===== config.mk =====
export PLATFORM = sky130hd
export DESIGN_NAME = bcd_time_counter
export DESIGN_NICKNAME = d
export VERILOG_FILES = /design/src/rtl/bcd_time_counter.sv
export SDC_FILE = /design/constraint.sdc
export NUM_CORES = 1
export LEC_CHECK = 0
export ABC_CLOCK_PERIOD_IN_PS = 1800
export CAP_MARGIN = 20
export CORE_MARGIN = 2
export CORE_UTILIZATION = 44
export CTS_BUF_LIST = sky130_fd_sc_hd__clkbuf_8 sky130_fd_sc_hd__clkbuf_16
export DETAILED_ROUTE_END_ITERATION = 10
export PLACE_DENSITY = 0.76
export SYNTH_ARGS = -nofsm -noshare
export SYNTH_HDL_FRONTEND = slang
export SYNTH_SLANG_ARGS = --single-unit

===== constraint.sdc =====
create_clock -name clk -period 1.8 [get_ports clk]
set_input_delay 0.36 -clock clk [delete_from_list [all_inputs] [get_ports clk]]
set_output_delay 0.36 -clock clk [all_outputs]
set_load 0.005 [all_outputs]

===== src/rtl/bcd_time_counter.sv =====
// Time-of-day counter: packed 2-digit BCD seconds/minutes/24h hours, 1 Hz tick,
// front-panel set mode, midnight carry. Optional hourly chime via HOURLY_CHIME_EN.
module bcd_time_counter #(
  parameter logic [7:0] INIT_HOUR = 8'h00,
  parameter logic [7:0] INIT_MIN  = 8'h00
) (
  input  logic       clk,
  input  logic       cr,
  input  logic       en,
  input  logic       tick,
  input  logic       set_mode,
  input  logic       adj_min,
  input  logic       adj_hour,
  output logic [7:0] Second,
  output logic [7:0] Minute,
  output logic [7:0] Hour24,
  output logic       day_carry,
  output logic       chime
);

  logic [7:0] sec_n, min_n, hour_n;
  logic       day_carry_n;

  // Increment a 2-digit BCD value, wrapping to 00 once max_v is reached.
  function automatic logic [7:0] bcd_inc(input logic [7:0] v, input logic [7:0] max_v);
    if (v == max_v)
      return 8'h00;
    else if (v[3:0] == 4'd9)
      return {v[7:4] + 4'd1, 4'd0};
    else
      return {v[7:4], v[3:0] + 4'd1};
  endfunction

  always_comb begin
    // NOTE: every combinational output gets a default first so no path can infer a latch.
    sec_n       = Second;
    min_n       = Minute;
    hour_n      = Hour24;
    day_carry_n = 1'b0;
    if (set_mode) begin
      // Adjust keys move one field each and never ripple into the next field.
      if (adj_min) begin
        min_n = bcd_inc(Minute, 8'h59);
        sec_n = 8'h00;
      end
      if (adj_hour)
        hour_n = bcd_inc(Hour24, 8'h23);
    end else if (en && tick) begin
      sec_n = bcd_inc(Second, 8'h59);
      if (Second == 8'h59) begin
        min_n = bcd_inc(Minute, 8'h59);
        if (Minute == 8'h59) begin
          hour_n      = bcd_inc(Hour24, 8'h23);
          day_carry_n = (Hour24 == 8'h23);
        end
      end
    end
  end

  always_ff @(posedge clk) begin
    // NOTE: sequential state uses non-blocking assignments so all registers update together.
    if (cr) begin
      Second    <= 8'h00;
      Minute    <= INIT_MIN;
      Hour24    <= INIT_HOUR;
      day_carry <= 1'b0;
    end else begin
      Second    <= sec_n;
      Minute    <= min_n;
      Hour24    <= hour_n;
      day_carry <= day_carry_n;
    end
  end

`ifdef HOURLY_CHIME_EN
  logic chime_n;

  // Decode the state being loaded this edge so chime lines up with the displayed time.
  always_comb begin
    chime_n = 1'b0;
    if (!set_mode) begin
      if (min_n == 8'h59 && sec_n[7:4] == 4'd5 && !sec_n[0])
        chime_n = 1'b1;
      else if (min_n == 8'h00 && sec_n == 8'h00)
        chime_n = 1'b1;
    end
  end

  always_ff @(posedge clk) begin
    if (cr)
      chime <= 1'b0;
    else
      chime <= chime_n;
  end
`else
  assign chime = 1'b0;
`endif

endmodule


# Word level (Yosys, flattened, before mapping)
# Index checks and enable logic that the tools add are counted.
[totals] word_cells=50 in_bits=7 register_bits=25 output_inout_bits=26
[op_classes] eq_ne=8 reduce_logical=10 muxes=18 n_addsub=6 n_bitwise=3
[ops] operator="8-bit 2-to-1 mux" n=18
[ops] operator="4-bit by 1-bit adder with 4-bit output (second input constant)" n=6
[ops] operator="8-bit by 7-bit == test with 1-bit output (second input constant)" n=2
[ops] operator="4-bit == test (second input constant)" n=3
[ops] operator="8-bit by 6-bit == test with 1-bit output (second input constant)" n=1
[ops] operator="3-bit AND reduction" n=2
[ops] operator="2-bit nonzero test" n=3
[ops] operator="5-bit OR reduction" n=1
[ops] operator="2-bit by 1-bit != test with 1-bit output (second input constant)" n=2
[ops] operator="4-bit AND reduction" n=1
[ops] operator="1-bit inverter" n=3
[ops] operator="3-bit nonzero test" n=1
[ops] operator="2-bit AND reduction" n=1
[ops] operator="1-bit logical AND" n=1

# Depth between registers and ports, before layout
# Gate-level depths: netlist (run 1).
[logic_depth] word_depth=7 mapped_depth=8

# Worst setup path after synthesis (run 1)
# Ideal clock, no wire load.
[synth_timing] kind="reg-to-reg" start="register Second[4]" end="register Hour24[7]" t_arrival_ns=1.694 stages_incl_launch_ff=7 path_slack_ns=0.036 cell_sequence="dfxtp_1 -> ha_1 -> nand3b_4 -> and4bb_4 -> a22oi_2 -> or4_1 -> a21oi_1"
[synth_between] elab_chain_cells=3
[synth_lines] element="start, declared" line="14" source="output logic [7:0] Second,"
[synth_lines] element="start signal, assigned" line="68" source="Second <= sec_n;"
[synth_lines] element="8-bit by 7-bit == test with 1-bit output" line="50" source="if (Second == 8'h59) begin"
[synth_lines] element="2-bit nonzero test (no source line)"
[synth_lines] element="4-bit AND reduction (no source line)"
[synth_lines] element="end signal, assigned" line="70" source="Hour24 <= hour_n;"
[synth_lines] element="end, declared" line="16" source="output logic [7:0] Hour24,"
# No other way between the ends.
# A chain may end at the register's enable or synchronous reset.

# Worst setup path after layout (run 1)
[layout_timing] start="register Second[5]" end="register Minute[7]"
[layout_between] elab_chain_cells=3
[layout_lines] element="8-bit by 7-bit == test with 1-bit output" line="50"
[layout_lines] element="2-bit nonzero test (no source line)"
[layout_lines] element="3-bit AND reduction (no source line)"
[layout_lines] element="end signal, assigned" line="69" source="Minute <= min_n;"
[layout_lines] element="end, declared" line="15" source="output logic [7:0] Minute,"
# No other way between the ends.

==> flow_metrics.env, run 1 <==
export IMPL_status="complete, no violations"
export IMPL_vias=1409
export IMPL_grt_pass1_wl_mm=5.88
export IMPL_path_clk_slew_ns=0.10
export IMPL_ios=33
export IMPL_postCtsHoldBufs=0
export IMPL_drc=0
export IMPL_power_density_nw_per_um2=491
export IMPL_synth_seq_cells=25
export IMPL_grt_ovfl_total=0
export IMPL_clockBufferDepth=2
export IMPL_synth_cells=166
export IMPL_grt_max_degree=15
export IMPL_clock_sinks=25
export IMPL_synth_compound_area_share_pct=16.7
export IMPL_avgSynthCellArea_sq_um=8.59
export IMPL_drive_gt1_share_pct=31.5
export IMPL_synth_fa_ha_area_share_pct=10.5
export IMPL_power_mw=1.02
export IMPL_htreeDepth=1
export IMPL_finalNetCount=236
export IMPL_finalClockSkew_ns=0.00988
export IMPL_worstPathRequired_ns=2.02
export IMPL_hold_class="reg2reg"
export IMPL_cts_tree="yes"
export IMPL_portBuffers=31
export IMPL_ys_types=40
export IMPL_synth_top_area_share_pct=35.1
export IMPL_finalSetupViolCount=0
export IMPL_area_growth_syn_to_layout_pct=45.3
export IMPL_finalSetupTns_ns=0
export IMPL_leakagePower_nw=0.821
export IMPL_ys_warn_count=0
export IMPL_hold_violations=0
export IMPL_start_util_pct=46.3
export IMPL_irDropWorstVdd_uv=251
export IMPL_wirelength_mm=3.68
export IMPL_insertedDiodeCount=0
export IMPL_path_class="reg2reg"
export IMPL_grt_antenna_before_repair=0
export IMPL_die_h_um=60.9
export IMPL_synth_xor_area_share_pct=0
export IMPL_fin_crit_ns=1.77
export IMPL_synth_simple_area_share_pct=31.9
export IMPL_max_stage_delay_ns=0.49
export IMPL_cts_root_buf="clkbuf_8"
export IMPL_avgRoutedWirePerCell_um=14.2
export IMPL_insertion_delay_ns=0.28
export IMPL_grt_pass1_vias=1366
export IMPL_synth_top_family_by_area="simple AND/OR/NAND/NOR gates"
export IMPL_slew_viol_final=0
export IMPL_path_max_fanout=5
export IMPL_die_area_sq_um=3710
export IMPL_route_antenna_remaining_nets=0
export IMPL_dr_first_iter_drc_count=52
export IMPL_worstPathCellList="inv_2 -> ha_4 -> nand3b_4 -> buf_6 -> nor3_4 -> o21ai_2 -> or4_4 -> a21oi_2"
export IMPL_drt_pass1_iter_count=4
export IMPL_cts_buffers=3
export IMPL_fmax_ghz=0.564
export IMPL_vias_per_cell=5.42
export IMPL_cp_slowest_cell="or4_4"
export IMPL_syn_nets=185
export IMPL_synthTopCellsByArea="dfxtp_1, ha_1, a21oi_1, o21ai_0, nor2_1"
export IMPL_start_kind="flop"
export IMPL_dp_hpwl_mm=2.62
export IMPL_synth_mux_area_share_pct=0
export IMPL_drv_cap=0
export IMPL_fin_crit_sh_pct=98.5
export IMPL_ys_seq_area_share_pct=35.1
export IMPL_rsz0062_at_grt="true"
export IMPL_core_sq_um=3080
export IMPL_fp_dieW_um=60.9
export IMPL_grt_usage_pct=21.1
export IMPL_gp_congestion=0.848
export IMPL_rows=20
export IMPL_syn_area_sq_um=1430
export IMPL_yosysTopAreaCell="dfxtp_1"
export IMPL_endpoint_kind="flop"
export IMPL_worstPathArrival_ns=1.99
[worst paths after layout]
check | start | end | slack [ns] | depth (start not counted)
setup / recovery | Second[5] | Minute[7] | 0.03 | 8
hold reg to reg | Hour24[7] | Hour24[7] | 0.52 | 2
hold / removal | Hour24[7] | Hour24[7] | 0.52 | 2
setup reg to reg | Second[5] | Minute[7] | 0.03 | 8
[metal layers]
layer / track usage [%] / routed length (um) / vias up
li1: - / - / 692
met3: 3.62 / 130 / 11
met1: 26.2 / 1670 / 670
met5: 0 / 0 / -
met4: 8.70 / 68 / 0
met2: 36.1 / 1810 / 36
[placed cells by master, fill, tap and decap left out, types with 4 or more instances in the layout]
cell and instances:
dfxtp_2 7, nor3_1 4, o21ai_0 8, ha_1 8, a21oi_1 16, a21oi_2 5, or3_1 6, inv_1 6
nand2_1 9, nor2_1 10, nand3b_1 4, clkdlybuf4s50_1 30, dfxtp_1 18, nand3_1 8, buf_4 20
[stage by stage]
stage               hold WS (ns)  std cells  setup WS, ns  cell area, sq um  utilization (%)
finish                     0.515        260        0.0275              2070             67.3
global route               0.559        260       -0.0541              2070             67.3
CTS                        0.514        259       -0.0106              1970             64.1
detailed placement         0.501        255        -0.318              1900             61.9
global placement           0.484        255        -0.241              1900             61.9
floorplan                  0.481        166        0.0357              1430                -
[cells by family (layout without fill, tap and decap cells)]
kind of cell	after synthesis	after routing
compound gates	42	42
fa+ha+maj	12	12
other cells	1	1
buf+inv	16	66
simple gates	70	70
flops	25	25
[area by class of cell]
| class | count | area [sq um] |
|---|---|---|
| clock inverter | 1 | 5.00 |
| inverter | 9 | 33.8 |
| timing repair buffer | 53 | 485 |
| clock buffer | 3 | 41.3 |
| fill | 260 | 1010 |
| sequential | 25 | 509 |
| tap | 44 | 55.1 |
| multi-input combinational | 125 | 942 |
[repair_timing]
item	in CTS	in global routing
setup endpoints to repair	8	15
gates resized for setup	6	33
pin swaps	2	12
setup buffers	0	1
cloned	0	0
[report_power, final]
group,switching [mW],internal (mW)
clock network,0.194,0.156
registers,0.00720,0.559
logic,0.0506,0.0521
total,0.252,0.766
[cell usage after synthesis]
master    instances
and4bb_4          1
a21oi_1          21
and2_0            1
a22oi_2           1
clkbuf_1          3
nand2b_4          1
o21ai_2           1
or3_1             6
nand3b_1          4
nor2b_1           1
buf_6             2
nand2_1          10
o31ai_1           2
conb_1            1
a211oi_1          2
nor2_1           11
nor4_1            1
a22o_1            1
a31oi_1           2
dfxtp_1          25
nor3_2            1
nand4b_1          2
buf_1             1
nand3_1           8
o21ai_0          12
or4_1             4
and3b_2           1
and3b_1           2
and2_1            1
nor3_1            4
or3_2             3
and3_1            1
buf_4             1
and2b_2           1
ha_1             12
or3b_2            2
nand3b_4          2
nand2b_1          1
inv_1             9
and2_2            1
[critical path: cells and delay by family, from the launching register on]
family | cells | cell delay (ns)
adders and majority gates | 1 | 0.13
and+or+nand+nor | 3 | 0.80
buffers and inverters | 2 | 0.19
AOI/OAI and AO/OA | 2 | 0.24
DFF | 1 | 0.34
[state kept, by name, summed over array words and instances (netlist names)]
register   flops
Second         8
day_carry      1
Hour24         8
Minute         8
(Power assumes the default switching activity.)
==> run 2, diff against run 1 <==
Settings changed: ABC_AREA set to 1, CORE_UTILIZATION 44 to 45, PLACE_DENSITY 0.76 to 0.78.
==> run 2 against run 1 <==
Register-to-register slack better by 0.18 ns. Count of clock-buffer cells in the layout unchanged. Non-clock buffer count down 17. Largest cell class unchanged. Hold slack worse by 0.0057 ns. Critical endpoint is now Hour24[2]. Combinational power up 20%. Setup slack better by 0.12 ns. Critical path depth down 7. Sequential share of layout area up 2.3 points. Routed wire length down 21%. Utilization down 6.3 points. Synthesized area up 1.9%. Clock skew down 0.0088 ns.
==> flow_metrics.env, run 2 <==
export IMPL_die_area_sq_um=3700
export IMPL_rows=20
export IMPL_min_to="Second[6]"
export IMPL_finalSetupViolCount=0
export IMPL_r2r_start="Minute[0]"
export IMPL_worstPathRequired_ns=1.44
export IMPL_start_util_pct=47.6
export IMPL_post_place_ws_ns=-0.0187
export IMPL_synth_seq_cells=25
export IMPL_path_buf_inv=1
export IMPL_synth_edf_count=0
export IMPL_avgRoutedWirePerCell_um=10.6
export IMPL_postCtsHoldBufs=0
export IMPL_seqCellArea_sq_um=500
export IMPL_htreeDepth=1
export IMPL_drc=0
export IMPL_synth_xor_area_share_pct=6.02
export IMPL_clockBufferDepth=2
export IMPL_grt_antenna_before_repair=0
export IMPL_cts_buffers=3
export IMPL_die_h_um=60.8
export IMPL_cp_slowest_cell="clkdlybuf4s50_1"
export IMPL_clock_sinks=25
export IMPL_syn_nets=211
export IMPL_dp_hpwl_mm=2.20
export IMPL_insertion_delay_ns=0.27
export IMPL_rr_worst_depth=8
export IMPL_cts_tree="yes"
export IMPL_ff2ff_setup_slack_ns=0.21
export IMPL_min_path_cells=2
export IMPL_grt_pass1_wl_mm=4.57
export IMPL_synth_compound_area_share_pct=10.2
export IMPL_slew_viol_final=0
export IMPL_worstPathCellList="clkdlybuf4s50_1"
export IMPL_vias=1321
export IMPL_reg_largest_list="Hour24 (8), Minute (8), Second (8)"
export IMPL_route_antenna_remaining_nets=0
export IMPL_synth_simple_area_share_pct=29.8
export IMPL_fin_crit_sh_pct=91.5
export IMPL_avgSynthCellArea_sq_um=7.57
export IMPL_grt_usage_pct=16.6
export IMPL_gp_congestion=0.832
export IMPL_grt_max_degree=16
export IMPL_synth_fa_ha_area_share_pct=10.3
export IMPL_dr_first_iter_drc_count=43
export IMPL_finalClockSkew_ns=0.00108
export IMPL_synthTopCellsByArea="dfxtp_1, ha_1, nand2_1, inv_1, nand3_1"
export IMPL_power_density_nw_per_um2=553
export IMPL_fp_dieW_um=60.8
export IMPL_r2r_end="Hour24[5]"
export IMPL_finalNetCount=248
export IMPL_cts_root_buf="clkbuf_8"
export IMPL_ys_flop_type="dfxtp_1"
export IMPL_ios=33
export IMPL_area_growth_syn_to_layout_pct=28.2
export IMPL_worstPathArrival_ns=1.29
export IMPL_worstHoldStart="Second[6]"
export IMPL_fin_crit_ns=1.65
export IMPL_ys_warn_count=0
export IMPL_start_kind="flop"
export IMPL_wirelength_mm=2.90
export IMPL_drt_pass1_iter_count=5
export IMPL_vias_per_cell=4.86
export IMPL_n_fill_cell=293
export IMPL_path_max_fanout=6
export IMPL_cts_resized_gates=0
export IMPL_synth_top_family_by_area="simple AND/OR/NAND/NOR gates"
export IMPL_grt_ovfl_total=0
export IMPL_rsz0062_at_grt="false"
export IMPL_synth_top_area_share_pct=34.4
export IMPL_drv_cap=0
export IMPL_portBuffers=31
export IMPL_ys_types=28
export IMPL_crit_cells=1
export IMPL_hold_class="reg2reg"
export IMPL_finalSetupTns_ns=0
export IMPL_yosysTopAreaCell="dfxtp_1"
export IMPL_hold_violations=0
export IMPL_endpoint_kind="output port"
export IMPL_ys_seq_area_share_pct=34.4
export IMPL_async_reset_ff_share_pct=0
export IMPL_core_sq_um=3050
export IMPL_cts_setup_buffers=0
export IMPL_multi_input_area_sq_um=822
export IMPL_path_class="reg2out"
export IMPL_leakagePower_nw=0.788
export IMPL_drive_gt1_share_pct=10.1
export IMPL_max_stage_delay_ns=0.55
export IMPL_grt_pass1_vias=1099
export IMPL_path_clk_slew_ns=0.08
export IMPL_insertedDiodeCount=0
export IMPL_fmax_ghz=0.607
export IMPL_synth_mux_area_share_pct=0
export IMPL_syn_area_sq_um=1450
export IMPL_irDropWorstVdd_uv=357
export IMPL_yosysMostFrequentCell="nand2_1"
export IMPL_cpLargestDelayFamily="buffers and inverters"
export IMPL_synth_cells=192
export IMPL_final_cell_mix="nand2_1, clkdlybuf4s50_1, inv_1"
export IMPL_status="complete, no violations"
export IMPL_netlist_top_cells_count="nand2_1, dfxtp_1, inv_1, nor2_1, nand3_1"
export IMPL_worst_slack_ns=0.152
==> run 2: worst max path at each step <==
stage	from	to	slack, ns
after floorplan	Minute[4]	Hour24[4]	0.40
after global placement	set_mode	Minute[6]	0.05
after detailed placement	set_mode	Minute[6]	-0.02
after CTS	Hour24[2]	Hour24[2]	0.14
after global routing	Minute[5]	Hour24[5]	0.07
final	Hour24[2]	Hour24[2]	0.15
==> run 2: worst register-to-register path: stages (launching register included) <==
cell and delay [ns]:
dfxtp_1 0.43, ha_1 0.18, nand3_1 0.10, nor2_2 0.20
nand3_2 0.14, nand2_4 0.17, nand2_1 0.11, nand3_1 0.09
nand2_1 0.06
==> run 2: final cells by class <==
type	instances	share of cell area [%]
Clock buffer	3	2.21
Clock inverter	1	0.201
Inverter	25	5.03
Multi-Input combinational cell	138	44.1
Sequential cell	25	26.8
Tap cell	44	2.95
Timing Repair Buffer	36	18.7
==> run 2: kinds of logic (layout without fill, tap and decap cells) <==
| kind of cell | Yosys count | after routing |
|---|---|---|
| xor gates and xnor gates | 10 | 10 |
| other | 1 | 1 |
| AOI/OAI and AO/OA | 28 | 28 |
| buffers and inverters | 29 | 65 |
| adders and majority gates | 12 | 12 |
| and+or+nand+nor | 87 | 87 |
| DFF | 25 | 25 |
==> run 2: routing by layer <==
layer  wire length, um  track usage (%)  vias up  share of wire (%)
met5                 0                0        -                  0
met3               124             3.84        6                4.3
li1                  -                -      684                  -
met1              1330             20.4      598                 46
met2              1400             28.1       33                 48
met4                47             6.21        0                1.6
==> run 2: per-stage QoR <==
stage / utilization (%) / hold WS (ns) / cell area [sq um] / power [mW] / instances
4_1_cts: 61.1 / 0.513 / 1860 / 1.04 / 272
3_3_place_gp: 59.6 / 0.489 / 1820 / 0.716 / 268
3_5_place_dp: 59.6 / 0.497 / 1820 / 0.720 / 268
2_1_floorplan: - / 0.480 / 1450 / 0.666 / 192
5_1_grt: 61.1 / 0.541 / 1860 / 1.07 / 272
6_report: 61.1 / 0.509 / 1860 / 1.03 / 272
==> run 2: where the power goes <==
part	internal (mW)	switching, mW
registers	0.565	0.0170
logic	0.0626	0.0616
clock network	0.153	0.172
